### src/rtl/baud_rate_gen_if.sv
// rtl/baud_rate_gen_if.sv - divisor input and tick strobes of the baud-rate generator
interface baud_rate_gen_if #(
  parameter int DVSR_BIT = 11
);
  logic [DVSR_BIT-1:0] divsr;
  logic                tick;
  logic                bit_tick;

  modport master (
    output divsr,
    input  tick,
    input  bit_tick
  );

  modport slave (
    input  divsr,
    output tick,
    output bit_tick
  );
endinterface

### src/rtl/baud_rate_gen.sv
// rtl/baud_rate_gen.sv - programmable oversample tick and per-bit tick generator
module baud_rate_gen #(
  parameter int DVSR_BIT   = 11,
  parameter int OVERSAMPLE = 16
) (
  input  logic           clk,
  input  logic           reset,
  baud_rate_gen_if.slave bus
);
  localparam int SUB_W = (OVERSAMPLE > 1) ? $clog2(OVERSAMPLE) : 1;
  localparam logic [SUB_W-1:0]    SUB_LAST = SUB_W'(OVERSAMPLE - 1);
  localparam logic [DVSR_BIT-1:0] CNT_ONE  = DVSR_BIT'(1);
  localparam logic [SUB_W-1:0]    SUB_ONE  = SUB_W'(1);

  logic [DVSR_BIT-1:0] cnt;
  logic [DVSR_BIT-1:0] div_act;
  logic [SUB_W-1:0]    sub;
  logic                tick_q;
  logic                bit_tick_q;
  logic                wrap;

  // Equality-only compare: cnt never passes div_act, so the all-ones divisor cannot overflow.
  assign wrap = (cnt == div_act);

  always_ff @(posedge clk) begin
    if (reset) begin
      cnt        <= '0;
      div_act    <= bus.divsr;
      sub        <= '0;
      tick_q     <= 1'b0;
      bit_tick_q <= 1'b0;
    end else if (wrap) begin
      // The shadow divisor only reloads here, so a period in progress is never disturbed.
      cnt     <= '0;
      div_act <= bus.divsr;
      tick_q  <= 1'b1;
      if (sub == SUB_LAST) begin
        sub        <= '0;
        bit_tick_q <= 1'b1;
      end else begin
        sub        <= sub + SUB_ONE;
        bit_tick_q <= 1'b0;
      end
    end else begin
      cnt        <= cnt + CNT_ONE;
      tick_q     <= 1'b0;
      bit_tick_q <= 1'b0;
    end
  end

  assign bus.tick     = tick_q;
  assign bus.bit_tick = bit_tick_q;
endmodule

### src/flat_wrapper.sv
// flat-port wrapper written by rule: the top's interface ports become plain ports
module baud_rate_gen_flat 
#(
  parameter int DVSR_BIT   = 11,
  parameter int OVERSAMPLE = 16
)
  (clk, reset, bus_divsr, bus_tick, bus_bit_tick);
  baud_rate_gen_if #(.DVSR_BIT(DVSR_BIT)) bus_i ();
  input  logic clk;
  input  logic reset;
  input wire logic [$bits(bus_i.divsr)-1:0] bus_divsr;
  output wire logic [$bits(bus_i.tick)-1:0] bus_tick;
  output wire logic [$bits(bus_i.bit_tick)-1:0] bus_bit_tick;
  assign bus_i.divsr = bus_divsr;
  assign bus_tick = bus_i.tick;
  assign bus_bit_tick = bus_i.bit_tick;
  baud_rate_gen #(.DVSR_BIT(DVSR_BIT), .OVERSAMPLE(OVERSAMPLE)) u_core (.clk(clk), .reset(reset), .bus(bus_i));
endmodule
### config.mk
export PLATFORM = sky130hd
export DESIGN_NAME = baud_rate_gen_flat
export DESIGN_NICKNAME = d
export VERILOG_FILES = /design/src/rtl/baud_rate_gen_if.sv /design/src/rtl/baud_rate_gen.sv /design/src/flat_wrapper.sv
export SDC_FILE = /design/constraint.sdc
export NUM_CORES = 1
export LEC_CHECK = 0
export ABC_CLOCK_PERIOD_IN_PS = 1550
export CORE_ASPECT_RATIO = 1.75
export CORE_MARGIN = 2
export CORE_UTILIZATION = 48
export DETAILED_ROUTE_END_ITERATION = 6
export PLACE_DENSITY = 0.83
export SYNTH_ARGS = -nofsm -noshare
export SYNTH_HDL_FRONTEND = slang
export SYNTH_SLANG_ARGS = --single-unit
### constraint.sdc
create_clock -name clk -period 1.55 [get_ports clk]
set_input_delay 0.465 -clock clk [delete_from_list [all_inputs] [get_ports clk]]
set_output_delay 0.465 -clock clk [all_outputs]
set_load 0.02 [all_outputs]
Word level (Yosys, flattened, before mapping)
Cells that the tools add are included.
W data, S select, Z words.
Word-level totals
  input port bits: 13
  flip-flop bits (word level): 28
  logic and storage cells: 18
Cells by class
  reduce and logical (&&, ||, !) cells: 3
  add/sub/neg operators: 2
  bitwise operators: 1
  equal/unequal tests: 2
  multiplexer cells: 5
Operator list (number)
  $mux W11: 2
  $add A11 B1 Y11 const B: 1
  $eq A11 B11 Y1: 1
  $add A4 B1 Y4 const B: 1
  $eq A4 B4 Y1 const B: 1
  $mux W4: 1
  $reduce_or A2 Y1: 2
  $mux W1: 2
  $reduce_bool A2 Y1: 1
  $not A1 Y1: 1

Depth between registers and ports, before layout
  depth after elaboration: 3
  mapped depth: 5

Worst setup path after synthesis
Ideal clock, no wire load.
  kind: reg2reg
  from: reg u_core.div_act[0]
  to: reg u_core.div_act[0] (enable)
  clock period less this slack: 1639 ps
  arrival: 1304 ps
  slack: -89 ps
  stages on the path, launching flop included: 5
  required time: 1215 ps
  cell sequence: edfxtp_1 -> xnor2_2 -> nand4_2 -> o31ai_1 -> buf_2
On the way
  word-level cells in the longest chain between the ends: 2
Ends and longest elaborated chain
  start, declared: line baud_rate_gen.sv:16  | logic [DVSR_BIT-1:0] div_act;
  start signal, assigned: line baud_rate_gen.sv:28  | div_act <= bus.divsr;
  start signal, assigned: line baud_rate_gen.sv:35  | div_act <= bus.divsr;
  $eq A11 B11 Y1: line baud_rate_gen.sv:23  | assign wrap = (cnt == div_act);
  $reduce_bool A2 Y1 (no source line)
No other way between the ends.
A chain may end at the register's enable or synchronous reset.

Worst setup path in the final report
  from: reg u_core.div_act[3]
  to: reg u_core.div_act[1] (enable)
The elaborated chain is that of the path after synthesis.

==> run_results.csv <==
group,metric,value,unit
sta,rsz0062_at_grt,"true",
power,leakagePower,0.682,nW
sta,post-route-period-util,109,%
setup_path,critical_path.slowest_cell,"edfxtp_1",
sta,hold_viol,0,
synth,synth_cell_types,26,
clock_network,cts_tree,"yes",
cells_and_area,drive_gt1_share,34.4,%
clock_network,root_buffer,"clkbuf_8",
hold_path,min_path_cells,2,
clock_network,clkLatencyLatePin,0.27,ns
setup_path,crit_buf_inv,2,
setup_path,slowest_delay,0.42,ns
route,totalWireLength,2770,um
clock_network,cts_hold_buf,0,
setup_path,crit_path_cell_trace,"xnor2_2, nand4_1, buf_6, o31ai_4, buf_12",
synth,synth_edf_count,11,
setup_path,cpLargestDelayFamily,"flip-flops",
cells_and_area,fillCellCount,176,
setup_path,startpoint_type,"flop",
placement,dp_hpwl,1710,um
route,drtIter0Drc,35,
setup_path,required,1.54,ns
route,drc,0,
sta,fin_worst_skew,0.00271,ns
route,wl_per_cell,15.7,um
setup_path,end_kind,"flop",
synth,ys_ff_latch,28,
floorplan,die_w,41.9,um
route,dr.pass1.iters,4,
clock_network,htreeDepth,1,
cells_and_area,final_nets,167,
sta,max_freq,590,MHz
synth,syn_area_per_cell,11.1,um^2
run_status,violations,"setup timing",
floorplan,ios,15,
floorplan,die_h,70.2,um
placement,port_buffers,14,
job,drv_cap,0,
sta,worst_slack,-0.145,ns
floorplan,start_util,49.5,%
global_routing,grt_antenna_before_repair,0,
synth,ys_warn_count,0,
run_status,outcome,"finished with violations",
floorplan,coreArea,0.00243,mm^2
sta,finalCriticalPeriod,1.70,ns
global_routing,grt_pass1_vias,1041,
global_routing,grt_overflow,0,
global_routing,grt_pass1_wl,4350,um
hold_path,hp-class,"flop to flop",
sta,relSlewSlack,78.6,%
sta,final-setup-viol-count,26,
cells_and_area,n_antenna_cell,0,
clock_network,cts.sinks,28,
cells_and_area,fin_area,0.00175,mm^2
sta,tightestPinTransition,0.319,ns
hold_path,hold_path.startpoint,"u_core.sub[3]",
synth,synthArstFlopShare,0,%
route,drt-vias-per-instance,5.42,
hold_path,min_to,"u_core.bus.bit_tick",
placement,detailed_place.area,0.00153,mm^2
clock_network,clk_pin_slew_worst_paths,0.09,ns
setup_path,r2r.worst_path.cells,5,
synth,synth_fp_nets,123,
synth,syn-cell-area,0.00120,mm^2
clock_network,clk_path_buf_depth,2,
synth,ys.flop_type,"dfxtp_1",
setup_path,r2r_start,"u_core.div_act[3]",
power,power_density,780,mW/mm^2
global_routing,grt_max_degree,16,
sta,slew_violations,0,
clock_network,numCtsBuffers,3,
floorplan,std_cell_rows,24,
setup_path,worst_ep_arrival_time,1.69,ns
global_routing,grt_usage,19.6,%
route,via_count,960,
floorplan,dieArea,0.00294,mm^2
route,ant_nets,0,
setup_path,regToRegEndpoint,"u_core.div_act[1]",
setup_path,crit_type,"flop to flop",
placement,place_congestion,0.810,
synth,seq_area_frac_synth,55.7,%
cells_and_area,area_delta_synth_final,45.0,%
setup_path,r2r_slack,-0.15,ns
synth,synthCells,108,
power,p_total,1.36,mW
setup_path,cp_max_fo,11,
power,peakVddDrop,0.605,mV
[layout make-up]
class,count,area (um^2),share of cell area [%]
repair buffers,41,372,21.3
inverters,2,7.51,0.430
flip-flops and latches,28,671,38.4
well taps,26,32.5,1.86
multi-input cells,76,618,35.4
clock buffers,4,45.0,2.58
[flip-flops by register name, indices dropped and copies added, names as in the netlist]
signal	flops
u_core.cnt	11
u_core.div_act	11
u_core.sub	4
u_core.bus.bit_tick	1
u_core.bus.tick	1
[through the flow]
step	setup WS [ns]	util, %	hold slack (ns)	instances	TNS (ns)
final	-0.145	71.8	0.518	177	-3.07
after global routing	-0.176	71.8	0.545	177	-3.98
after CTS	-0.0580	68.5	0.522	173	-0.957
after detailed placement	-0.144	62.8	0.508	165	-2.11
after global placement	-0.129	62.8	0.484	165	-1.55
after floorplan	0.0125	-	0.461	108	0
[cells in the final DEF (no fill, tap or decap), drive strengths merged]
cell / n
clkdlybuf4s50: 12
and3: 2
nand4: 2
nor2b: 2
o21ai: 1
or3: 1
nor4: 4
dlygate4sd2: 2
or4: 1
nor3: 3
nor2: 16
mux2: 1
a31o: 1
mux2i: 1
clkbuf: 4
inv: 2
nand3: 6
xnor2: 18
dfxtp: 17
edfxtp: 11
o31ai: 1
ha: 2
nand2: 11
xor2: 2
buf: 27
a2bb2oi: 1
[Yosys cell counts (2+ instances only)]
| master | n | area (um^2) |
|---|---|---|
| dfxtp_1 | 17 | 340 |
| nor2_1 | 16 | 60.1 |
| xnor2_1 | 14 | 123 |
| edfxtp_1 | 11 | 330 |
| nand2_1 | 11 | 41.3 |
| nand3_1 | 6 | 30.0 |
| nor4_1 | 4 | 25.0 |
| xnor2_2 | 4 | 65.1 |
| and3_1 | 2 | 12.5 |
| buf_2 | 2 | 10.0 |
| ha_1 | 2 | 25.0 |
| inv_1 | 2 | 7.51 |
| nor2b_1 | 2 | 12.5 |
| nor3_1 | 2 | 10.0 |
| xor2_1 | 2 | 17.5 |
[kinds of logic after synthesis]
kind of cell             synth area share [%]
AND/OR/NAND/NOR                          19.4
adder cells (fa/ha/maj)                  2.08
flip-flops                               55.7
AO/OA/AOI/OAI                            2.49
multiplexers                             1.77
buffers and inverters                    1.46
XOR/XNOR                                 17.0
[repair_timing]
item / CTS / global route
resized for setup: 11 / 15
endpoints found under the hold margin: 0 / 0
setup endpoints to repair: 20 / 27
gates cloned: 1 / 1
pin swaps: 5 / 9
buffers inserted: 3 / 4
[routing by layer]
layer,share of wire (%),vias to the layer above,global-route usage (%)
met4,5.1,0,12.9
met2,55,27,37.0
met3,2.7,15,2.58
met1,37,460,18.6
met5,0,-,0
li1,-,458,-
[how the worst max path moves through the flow]
| stage | depth (start not counted) | from | to |
|---|---|---|---|
| floorplan | 4 | u_core.div_act[0] | u_core.div_act[0] |
| global placement | 4 | reset | u_core.div_act[3] |
| detailed placement | 6 | reset | u_core.sub[3] |
| global route | 5 | u_core.div_act[3] | u_core.div_act[6] |
| CTS | 4 | u_core.div_act[0] | u_core.sub[2] |
| finish | 5 | u_core.div_act[3] | u_core.div_act[1] |
[power by group]
group          switching (mW)  internal (mW)
clock network           0.207          0.184
registers              0.0165          0.789
logic                  0.0654         0.0986
total                   0.289           1.07
[worst reg2reg max path, delay by kind of cell, from the launching register on]
kind / cells / cell delay, ns
xor gates and xnor gates: 1 / 0.20
DFF: 1 / 0.42
AOI/OAI and AO/OA: 1 / 0.27
and+or+nand+nor: 1 / 0.17
buffers and inverters: 2 / 0.36
(Power assumes the default switching activity.)
